## config.mk

```make
export PLATFORM = sky130hd
export DESIGN_NAME = spi_slave_if
export DESIGN_NICKNAME = d
export VERILOG_FILES = /design/src/rtl/spi_pkg.sv /design/src/rtl/spi_tx_serializer.sv /design/src/rtl/spi_slave_if.sv
export SDC_FILE = /design/constraint.sdc
export NUM_CORES = 1
export LEC_CHECK = 0
export CAP_MARGIN = 25
export CELL_PAD_IN_SITES_DETAIL_PLACEMENT = 1
export CELL_PAD_IN_SITES_GLOBAL_PLACEMENT = 1
export CORE_MARGIN = 3
export CORE_UTILIZATION = 28
export DETAILED_ROUTE_END_ITERATION = 8
export PLACE_DENSITY_LB_ADDON = 0.12
export SETUP_SLACK_MARGIN = 0.2
export SYNTH_ARGS = -nofsm -noshare
export SYNTH_HDL_FRONTEND = slang
export SYNTH_SLANG_ARGS = --single-unit
export TNS_END_PERCENT = 30
```

## constraint.sdc

```tcl
create_clock -name clk -period 1.9 [get_ports clk]
set_clock_uncertainty 0.2 [all_clocks]
set_input_delay 0.475 -clock clk [delete_from_list [all_inputs] [get_ports clk]]
set_output_delay 0.475 -clock clk [all_outputs]
set_load 0.01 [all_outputs]
```

## src/rtl/spi_pkg.sv

```systemverilog
`default_nettype none
// ============================================================================
//  Module      : spi_pkg
//  Description : Shared types and constants for the SPI slave front-end:
//                FSM state encoding, frame command codes and default widths.
//  Revision    : 1.0  initial release
// ============================================================================
package spi_pkg;

    localparam int FRAME_W_DEFAULT = 10;
    localparam int DATA_W_DEFAULT  = 8;

    typedef enum logic [2:0] {
        IDLE      = 3'd0,
        CHK_CMD   = 3'd1,
        WRITE     = 3'd2,
        READ_ADD  = 3'd3,
        READ_DATA = 3'd4
    } spi_state_t;

    localparam logic [1:0] CMD_WR_ADDR = 2'b00;
    localparam logic [1:0] CMD_WR_DATA = 2'b01;
    localparam logic [1:0] CMD_RD_ADDR = 2'b10;
    localparam logic [1:0] CMD_RD_DATA = 2'b11;

    // True for the states that shift in the remaining frame bits.
    function automatic logic is_data_state(input spi_state_t s);
        return (s == WRITE) || (s == READ_ADD) || (s == READ_DATA);
    endfunction

endpackage
`default_nettype wire

```

## src/rtl/spi_tx_serializer.sv

```systemverilog
`default_nettype none
// ============================================================================
//  Module      : spi_tx_serializer
//  Description : MISO-side shifter. Loads a byte, presents its MSB on the same
//                edge and the remaining bits on the following edges, then
//                drives 0. Cleared by clr (slave deselect) or arst.
//  Ports       : clk, arst      - serial clock, async active-high reset
//                clr            - synchronous clear (ss_n high)
//                load, data     - byte load request and byte
//                miso           - registered serial output
//                busy           - bits still pending after the current one
//                done           - full byte has been presented
//  Revision    : 1.0  initial release
// ============================================================================
module spi_tx_serializer
    import spi_pkg::*;
#(
    parameter int DATA_W = DATA_W_DEFAULT
) (
    input  logic              clk,
    input  logic              arst,
    input  logic              clr,
    input  logic              load,
    input  logic [DATA_W-1:0] data,
    output logic              miso,
    output logic              busy,
    output logic              done
);

    localparam int CNT_W = (DATA_W > 1) ? $clog2(DATA_W) : 1;

    logic [DATA_W-1:0] shreg;
    logic [CNT_W-1:0]  remaining;

    always_ff @(posedge clk or posedge arst) begin
        if (arst) begin
            shreg     <= '0;
            remaining <= '0;
            miso      <= 1'b0;
            busy      <= 1'b0;
            done      <= 1'b0;
        end else if (clr) begin
            shreg     <= '0;
            remaining <= '0;
            miso      <= 1'b0;
            busy      <= 1'b0;
            done      <= 1'b0;
        end else if (load) begin
            // MSB goes out immediately; the rest waits in shreg.
            miso      <= data[DATA_W-1];
            shreg     <= data << 1;
            remaining <= CNT_W'(DATA_W - 1);
            busy      <= (DATA_W > 1);
            done      <= (DATA_W == 1);
        end else if (busy) begin
            miso      <= shreg[DATA_W-1];
            shreg     <= shreg << 1;
            remaining <= remaining - CNT_W'(1);
            // busy drops on the edge that presents the final bit.
            if (remaining == CNT_W'(1)) begin
                busy <= 1'b0;
                done <= 1'b1;
            end
        end else begin
            miso <= 1'b0;
        end
    end

endmodule
`default_nettype wire

```

## src/rtl/spi_slave_if.sv

```systemverilog
`default_nettype none
// ============================================================================
//  Module      : spi_slave_if
//  Description : SPI slave front-end for the single-port RAM. Deserialises
//                MOSI frames {cmd[1:0], payload[7:0]} into rx_data with a
//                one-cycle rx_valid strobe, and on a read-data transaction
//                serialises the returned RAM byte onto MISO, MSB first.
//                clk is the SPI serial clock (rising edge only).
//  Ports       : clk, arst         - SPI clock, async active-high reset
//                ss_n              - slave select, active-low
//                mosi / miso       - serial data in / out
//                rx_data, rx_valid - assembled frame and its strobe
//                tx_data, tx_valid - RAM read byte and its valid
//                frame_err         - abort pulse (only with SPI_FRAME_ERR_EN)
//  Options     : `define SPI_FRAME_ERR_EN adds the frame_err output.
//  Revision    : 1.0  initial release
// ============================================================================
module spi_slave_if
    import spi_pkg::*;
#(
    parameter int FRAME_W = FRAME_W_DEFAULT,
    parameter int DATA_W  = DATA_W_DEFAULT
) (
    input  logic               clk,
    input  logic               arst,
    input  logic               ss_n,
    input  logic               mosi,
    output logic               miso,
    output logic [FRAME_W-1:0] rx_data,
    output logic               rx_valid,
    input  logic [DATA_W-1:0]  tx_data,
    input  logic               tx_valid
`ifdef SPI_FRAME_ERR_EN
    ,
    output logic               frame_err
`endif
);

    localparam int CNT_W = $clog2(FRAME_W + 1);

    spi_state_t         state;
    spi_state_t         state_next;
    logic [CNT_W-1:0]   bit_cnt;
    logic [FRAME_W-2:0] shift_reg;
    logic               rd_addr_held;

    logic               frame_last;
    logic               frame_done;
    logic [1:0]         frame_cmd;
    logic               ser_load;
    logic               ser_busy;
    logic               ser_done;

    // frame_last: this edge captures the final bit. frame_done: all bits in,
    // further MOSI bits are ignored until deselect.
    assign frame_last = (bit_cnt == CNT_W'(FRAME_W - 1));
    assign frame_done = (bit_cnt == CNT_W'(FRAME_W));
    // Once FRAME_W-1 bits are shifted in, the command sits at the top.
    assign frame_cmd  = shift_reg[FRAME_W-2 -: 2];

    always_ff @(posedge clk or posedge arst) begin
        if (arst) begin
            state <= IDLE;
        end else begin
            state <= state_next;
        end
    end

    always_comb begin
        state_next = state;
        if (ss_n) begin
            state_next = IDLE;
        end else begin
            case (state)
                IDLE:    state_next = CHK_CMD;
                CHK_CMD: begin
                    if (!mosi) begin
                        state_next = WRITE;
                    end else if (rd_addr_held) begin
                        state_next = READ_DATA;
                    end else begin
                        state_next = READ_ADD;
                    end
                end
                WRITE, READ_ADD, READ_DATA: state_next = state;
                default: state_next = IDLE;
            endcase
        end
    end

    always_ff @(posedge clk or posedge arst) begin
        if (arst) begin
            bit_cnt      <= '0;
            shift_reg    <= '0;
            rx_data      <= '0;
            rx_valid     <= 1'b0;
            rd_addr_held <= 1'b0;
        end else begin
            rx_valid <= 1'b0;
            if (ss_n) begin
                bit_cnt <= '0;
            end else if (state == CHK_CMD) begin
                shift_reg <= {shift_reg[FRAME_W-3:0], mosi};
                bit_cnt   <= CNT_W'(1);
            end else if (is_data_state(state) && !frame_done) begin
                shift_reg <= {shift_reg[FRAME_W-3:0], mosi};
                bit_cnt   <= bit_cnt + CNT_W'(1);
                if (frame_last) begin
                    rx_data  <= {shift_reg, mosi};
                    rx_valid <= 1'b1;
                    if (frame_cmd == CMD_RD_ADDR) begin
                        rd_addr_held <= 1'b1;
                    end else if (frame_cmd == CMD_RD_DATA) begin
                        rd_addr_held <= 1'b0;
                    end
                end
            end
        end
    end

    // Only the first tx_valid after a completed read-data frame is taken.
    assign ser_load = (state == READ_DATA) && frame_done && tx_valid
                      && !ser_busy && !ser_done;

    spi_tx_serializer #(
        .DATA_W (DATA_W)
    ) u_tx_ser (
        .clk  (clk),
        .arst (arst),
        .clr  (ss_n),
        .load (ser_load),
        .data (tx_data),
        .miso (miso),
        .busy (ser_busy),
        .done (ser_done)
    );

`ifdef SPI_FRAME_ERR_EN
    always_ff @(posedge clk or posedge arst) begin
        if (arst) begin
            frame_err <= 1'b0;
        end else begin
            frame_err <= ss_n && ((is_data_state(state) && !frame_done) || ser_busy);
        end
    end
`endif

endmodule
`default_nettype wire

```

* Word level (Yosys, flattened, before mapping)
Index checks and enable logic that the tools add are counted.
** Storage, ports and cells
- Flip-flop bits (word level) :: 42
- Latch bits :: 0
- Bits in writable memories :: 0
- Bits in read-only memories :: 0
- Bits of input ports :: 13
- Word-level logic and storage cells :: 78
- Memories kept :: 0
** Cells by class
- Add/subtract/negate cells :: 2
- Multipliers :: 0
- Divide/modulo/power cells :: 0
- Magnitude comparators :: 0
- Equal/unequal tests :: 10
- Shift operators :: 0
- Multiplexer cells :: 32
- Bitwise logic cells :: 2
- Reduce and logical (&&, ||, !) cells :: 21
** Operator list (count)
- $mux W8 :: 3
- $mux W3 :: 6
- $mux W9 :: 2
- $mux W1 :: 17
- $mux W4 :: 3
- $pmux W3 S3 :: 1
- $reduce_bool A3 Y1 :: 3
- $eq A4 B4 Y1 const B :: 2
- $eq A3 B1 Y1 const B :: 2
- $eq A3 B2 Y1 const B :: 2
- $logic_and A1 B1 Y1 :: 5
- $reduce_and A5 Y1 :: 1
- $add A4 B1 Y4 const B :: 1
- $eq A2 B2 Y1 const B :: 2
- $reduce_and A2 Y1 :: 2
- $reduce_and A4 Y1 :: 1
- $reduce_bool A2 Y1 :: 2
- $eq A3 B3 Y1 const B :: 1
- $logic_not A1 Y1 :: 3
- $logic_not A3 Y1 :: 1
- $reduce_or A3 Y1 :: 1
- $sub A3 B1 Y3 const B :: 1
- $logic_or A1 B1 Y1 :: 2
- $ne A2 B2 Y1 const B :: 1
- $not A1 Y1 :: 2

* Longest topological paths before layout
Gate-level depths: netlist of the first run.
- Depth after elaboration :: 7
- Depth in mapped cells :: 7
- Gate-level depth less buffers :: 6

* Hierarchy
Synthesis of the first run repeated with hierarchy kept, for this count alone.
** Second synthesis, totals
- Cell total of the unflattened synthesis :: 154
- Area, all modules :: 1898.1 µm²
** Modules (own cells, without submodules)
- spi_slave_if :: instances 1, cells each 93, area an instance 1261.2 µm²
- spi_tx_serializer :: instances 1, cells each 61, area an instance 636.9 µm²

* Least setup slack after synthesis of the first run
No wires, ideal clock.
- Path kind :: register to register
- Start point :: register bit_cnt[0]
- End point :: register rx_data[0]
- Setup time :: 0.125 ns
- Arrival time :: 1.674 ns
- Required time :: 1.575 ns
- Path slack :: -0.099 ns
- Cell stages (with the launch flop) :: 8
- Path buffers :: 1
- Period minus slack after synthesis :: 1.999 ns
- Path through :: dfrtp_1 -> inv_1 -> ha_1 -> nand3b_1 -> o21ai_1 -> or3_4 -> buf_6 -> mux2_4
** Between the ends
- Word-level cells in the longest chain between the ends :: 4
** RTL lines
- start: declaration :: RTL line spi_slave_if.sv:43 : logic [CNT_W-1:0] bit_cnt;
- start signal: assignment :: RTL line spi_slave_if.sv:107 : bit_cnt <= bit_cnt + CNT_W'(1);
- $eq A4 B4 Y1 :: RTL line spi_slave_if.sv:57 : assign frame_done = (bit_cnt == CNT_W'(FRAME_W));
- $logic_not A1 Y1 :: RTL line spi_slave_if.sv:105 : end else if (is_data_state(state) && !frame_done) begin
- $logic_and A1 B1 Y1 :: RTL line spi_slave_if.sv:105
- $reduce_and A4 Y1 (no source line) (*)
- end signal: assignment :: RTL line spi_slave_if.sv:109 : rx_data <= {shift_reg, mosi};
- end: declaration :: RTL line spi_slave_if.sv:29 : output logic [FRAME_W-1:0] rx_data,
Every way passes the cells marked *; elsewhere a longest branch is shown, timed or not.
A chain may end at the register's enable or synchronous reset.

* Final worst setup path of the first run
- Start point :: register bit_cnt[1]
- End point :: register rx_data[7]
Same word-level chain as after synthesis.

==> metrics.txt, run 1 <==
Hold Vio Cnt, Final 0; Max clock buf depth 2; Synth top area share 0.544; H-tree Lvls 2; mapped cell area 0.00188 mm²; area leader, netlist dfrtp_1; Wirelength per Cell 15.8 µm; # nets final 222; GR Util All Layers 0.126; Synth Net Count 171; register area 0.00103 mm²; Hold Path Class reg -> reg; CP Buf/Inv Count 0; area of the multi-input gates 917 µm²; status finished, violations left; crit path launch type register; IR drop worst, VDD 459 µV; max reg flops 10; failing checks setup timing; synth cell count leaders dfrtp_1 (41), inv_1 (12), nor2_1 (12), a211oi_1 (10), mux2_2 (10); hold_ws 0.321 ns; final wirelength 4450 µm; top-count cell post-synth dfrtp_1; synth top area cells dfrtp_1 (54%), mux2_4 (6.4%), mux2_2 (6.0%); CTS Root Cell clkbuf_8; antenna violations before repair 0; CTS Buf Count 5; Pwr Density 817 mW/mm²; Worst-path clk slew 0.08 ns; share of cells above drive strength 1 0.400; total grt overflow 0; initial DRC count 20; fmax 0.525 GHz; Worst R2R Path Depth 5; Final min period 1.91 ns; pin count of the biggest net entering global routing 42; DR vias/cell 4.70; drt pass-1 iters 3; required time of the worst setup path 1.88 ns; Worst Tran Pin Value 0.348 ns; arrival time at the worst endpoint 1.89 ns; Post-synth top flop dfrtp_1; port bufs 24; vias in the first global route 1516; Die Wd 88.0 µm; Remaining DRCs 0; Crit. path cell count 5; Clock Sinks 41; Synth Warn # 0; Crit. End Element register; CP Cell Sequence ha_2 -> nand3b_1 -> o21ai_2 -> or3_4 -> mux2_4; n_diodes 0; # fillers 671; placed wire-length estimate 2880 µm; synthesis-stage register bit count 41; LEAKAGE 1.21 nW; Post-synth EDFFs 0; first-pass GRT wire length 7490 µm; CP top delay family simple AND/OR/NAND/NOR gates; CP max-delay cell dfrtp_1; Tcrit/Tclk final 1.00; WS Path Type reg -> reg; row count 29; die height 88.0 µm; core box area 0.00642 mm²; Ports 25; Synth cell types 36; vias post-DR 1326; total power 2.17 mW; CTS Hold Bufs 0; Slew HR 0.762; Final Core Density 0.414; Detail Route Antenna Nets 0; Die Area 0.00775 mm²; CTS tree built; sequential share of the synthesized area 0.544; Final WS setup -0.00607 ns; RSZ-0062 raised after global routing yes; Crit Path Max Fanout 6; later-pin clock latency in the skew report 0.29 ns; Area Overhead vs Synth 41.1%; Hold Path Depth 1; CP peak stage delay 0.43 ns; Starting Density 0.293; post-synthesis area per instance 12.3 µm²; Post-Synthesis Cells 153; RePlAce Congestion 0.786; pins over their slew limit 0; endpoints failing setup 4; max_cap viols 0; async set-reset flop share out of synthesis 1.00
per-layer routing:
metal | global-route usage | vias to the layer above | wire (µm)
li1 | - | 632 | -
met2 | 0.219 | 17 | 2270
met1 | 0.155 | 672 | 1980
met4 | 0.0371 | 0 | 46
met5 | 0 | - | 0
met3 | 0.0310 | 5 | 150
path summary, 6_finish.rpt:
| path | slack (ns) | endpoint | startpoint |
|---|---|---|---|
| worst max-delay path | -0.006 | rx_data[7] | bit_cnt[1] |
| worst min-delay path | 0.32 | rx_data[8] | rx_data[8] |
| worst max register to register | -0.006 | rx_data[7] | bit_cnt[1] |
| worst min register to register | 0.32 | rx_data[8] | rx_data[8] |
| max in group asynchronous | 0.95 | state[1] | arst |
| min in group asynchronous | 0.34 | u_tx_ser.remaining[1] | arst |
cell families (layout without fill, tap and decap cells):
| group | after synthesis | in the layout | share of synthesized area |
|---|---|---|---|
| adders and majority gates | 5 | 5 | 0.0332 |
| buffers and inverters | 18 | 69 | 0.0398 |
| DFF | 41 | 41 | 0.544 |
| xor gates and xnor gates | 4 | 4 | 0.0186 |
| muxes | 26 | 26 | 0.166 |
| and+or+nand+nor | 33 | 34 | 0.102 |
| AOI/OAI and AO/OA | 26 | 26 | 0.0956 |
power by group:
part           internal, mW  total (mW)  switching, mW
sequential            0.983        1.07         0.0902
combinational         0.231       0.385          0.154
clock                 0.393       0.715          0.321
total                  1.61        2.17          0.566
layout by cell type, fill, tap and decap left out, types with 3 or more instances in the layout:
master,n
dfrtp_1,39
buf_4,19
clkdlybuf4s50_1,11
inv_1,10
mux2_4,10
dlygate4sd2_1,9
mux2_2,8
mux2i_1,8
a211oi_2,6
nor2_1,6
a21oi_2,5
nor2_4,5
nand2_1,5
clkbuf_8,5
a211oi_1,4
clkdlybuf4s15_1,4
buf_6,4
nand3b_1,3
nor3_1,3
ha_1,3
stage by stage:
stage               instance area [µm²]  setup WS, ns   TNS, ns  std cells
global placement                   2360        -0.379     -7.59        266
detailed placement                 2360        -0.404     -7.32        266
floorplan                          1900       -0.0660    -0.528        153
finish                             2660      -0.00607  -0.00854        282
CTS                                2600       -0.0352    -0.136        278
global route                       2660       -0.0907    -0.846        282
worst reg2reg max path, stage by stage (launching register included):
cell and delay [ns]:
dfrtp_1 0.43, ha_2 0.19, nand3b_1 0.12, o21ai_2 0.10, or3_4 0.42, mux2_4 0.33
cell type report:
| type | instances | area share |
|---|---|---|
| Clock inverter | 3 | 0.0174 |
| Inverter | 12 | 0.0169 |
| Sequential cell | 41 | 0.387 |
| Multi-Input combinational cell | 95 | 0.345 |
| Timing Repair Buffer | 49 | 0.172 |
| Tap cell | 77 | 0.0362 |
| Clock buffer | 5 | 0.0259 |
timing repair:
action / in CTS / in global routing
pin swaps: 16 / 14
resized for setup: 44 / 13
gates cloned: 1 / 1
setup endpoints to repair: 44 / 39
setup buffers: 3 / 3
Power figures use the tool's default switching activity.
==> run 2, diff against run 1 <==
Settings changed: GPL_TIMING_DRIVEN from default to 0.
==> run 2 against run 1 <==
  * The flow still finishes with violations (setup timing)
  * Final area grew 4.0%
  * Routed wire length grew 0.40%
  * Clock-buffer cell count is the same
  * Sequential cell count is the same
  * Cell count grew 0.35%
  * First-iteration DRC count grew 150%
  * Worst setup slack lost 0.079 ns
  * Critical path type unchanged
==> metrics.txt, run 2 (synthesis results as in run 1) <==
most frequent cells in the layout dfrtp_1 (39), mux2_4 (17), buf_4 (13) (was dfrtp_1 (39), buf_4 (19), clkdlybuf4s50_1 (11)); pins over their slew limit 0 (unchanged); Final Non-Filler Cells 283 (was 282); port bufs 24 (unchanged); DR vias/cell 4.76 (was 4.70); DP Cell Count 254 (was 266); Detail Route Antenna Nets 0 (unchanged); H-tree Lvls 2 (unchanged); antenna violations before repair 0 (unchanged); die height 88.0 µm (unchanged); Slew HR 0.508 (was 0.762); core box area 0.00642 mm² (unchanged); Hold Vio Cnt, Final 0 (unchanged); Remaining DRCs 0 (unchanged); Area Overhead vs Synth 46.8% (was 41.1%); post-route setup TNS -0.766 ns (was -0.00854 ns); Starting Density 0.293 (unchanged); IR drop worst, VDD 599 µV (was 459 µV); Worst-path clk slew 0.08 ns (about the same); fmax 0.504 GHz (was 0.525 GHz); hold_ws 0.310 ns (was 0.321 ns); failing checks setup timing (unchanged); CTS tree built (unchanged); RSZ-0062 raised after global routing yes (unchanged); CTS Buf Count 5 (unchanged); Area after DPL 0.00223 mm² (was 0.00236 mm²); CTS Hold Bufs 0 (unchanged); required time of the worst setup path 1.87 ns (was 1.88 ns); fin area 0.00277 mm² (was 0.00266 mm²); vias post-DR 1348 (was 1326); RePlAce Congestion 0.700 (was 0.786); n_diodes 0 (unchanged); Crit Path Max Fanout 5 (was 6); pin count of the biggest net entering global routing 42 (unchanged); GR Util All Layers 0.128 (was 0.126); Wirelength per Cell 15.8 µm (about the same); Final min period 1.99 ns (was 1.91 ns); vias in the first global route 1507 (was 1516); Worst Tran Pin Value 0.738 ns (was 0.348 ns); LEAKAGE 1.30 nW (was 1.21 nW); Die Area 0.00775 mm² (unchanged); Ports 25 (unchanged); endpoints failing setup 15 (was 4); initial DRC count 49 (was 20); arrival time at the worst endpoint 1.96 ns (was 1.89 ns); status finished, violations left (unchanged); Max clock buf depth 2 (unchanged); row count 29 (unchanged); WS Path Type reg -> reg (unchanged); later-pin clock latency in the skew report 0.29 ns (about the same); Place WS -0.683 ns (was -0.404 ns); max_cap viols 0 (unchanged); Die Wd 88.0 µm (unchanged); Hold Path Class reg -> reg (unchanged); share of cells above drive strength 1 0.417 (was 0.400); Pwr Density 855 mW/mm² (was 817 mW/mm²); total grt overflow 0 (unchanged); most common cell after layout, fill and taps aside dfrtp_1 (unchanged); drt pass-1 iters 4 (was 3); Clock Sinks 41 (unchanged); crit path launch type register (unchanged); max reg flops 10 (unchanged); final wirelength 4460 µm (was 4450 µm); placed wire-length estimate 2850 µm (was 2880 µm); Tcrit/Tclk final 1.04 (was 1.00); Final WS setup -0.0854 ns (was -0.00607 ns); # nets final 223 (was 222); Crit. End Element register (unchanged); CTS Root Cell clkbuf_8 (unchanged); first-pass GRT wire length 7620 µm (was 7490 µm)
==> run 2: per-stage QoR <==
step | total power, mW | util
finish | 2.37 | 0.431
global route | 2.51 | 0.431
CTS | 2.38 | 0.423
detailed placement | 1.38 | 0.348
global placement | 1.35 | 0.348
floorplan | 1.27 | -
==> run 2: critical path, cell delays in order (launching register included) <==
cell and delay [ns]:
dfrtp_1 0.39, nor3b_4 0.16, or2_4 0.24, or3_4 0.44, buf_12 0.16, mux2_4 0.29
==> run 2: repair_timing <==
| action | in CTS | in global routing |
|---|---|---|
| cloned | 1 | 0 |
| endpoints found under the setup margin | 48 | 40 |
| pin swaps | 8 | 1 |
| setup buffers | 16 | 4 |
| resized for setup | 65 | 7 |
==> run 2: layout make-up <==
type	instances	area, µm²
inverters	12	48.8
clock inverters	3	65.1
well taps	77	96.3
repair buffers	45	449
fillers	666	3660
clock buffers	5	68.8
plain buffers	6	51.3
multi-input cells	94	958
flip-flops and latches	41	1030
==> run 2: where the power goes <==
group	switching, mW	total [mW]	internal [mW]
clock network	0.297	0.819	0.522
logic	0.169	0.463	0.294
registers	0.100	1.08	0.984
==> run 2: routing by layer <==
| layer | global-route usage | vias to the layer above | part of all wire |
|---|---|---|---|
| met1 | 0.156 | 691 | 0.42 |
| met4 | 0.0385 | 0 | 0.0078 |
| met2 | 0.221 | 19 | 0.53 |
| met5 | 0 | - | 0 |
| li1 | - | 633 | - |
| met3 | 0.0339 | 5 | 0.041 |
==> run 2: final timing paths <==
path | cells after the start | start | to | slack [ns]
setup / recovery | 5 | state[0] | rx_data[7] | -0.09
setup reg to reg | 5 | state[0] | rx_data[7] | -0.09
max in group asynchronous | 2 | arst | state[1] | 0.62
hold / removal | 1 | rx_data[3] | rx_data[3] | 0.31
hold reg to reg | 1 | rx_data[3] | rx_data[3] | 0.31
min in group asynchronous | 2 | arst | rx_data[0] | 0.41
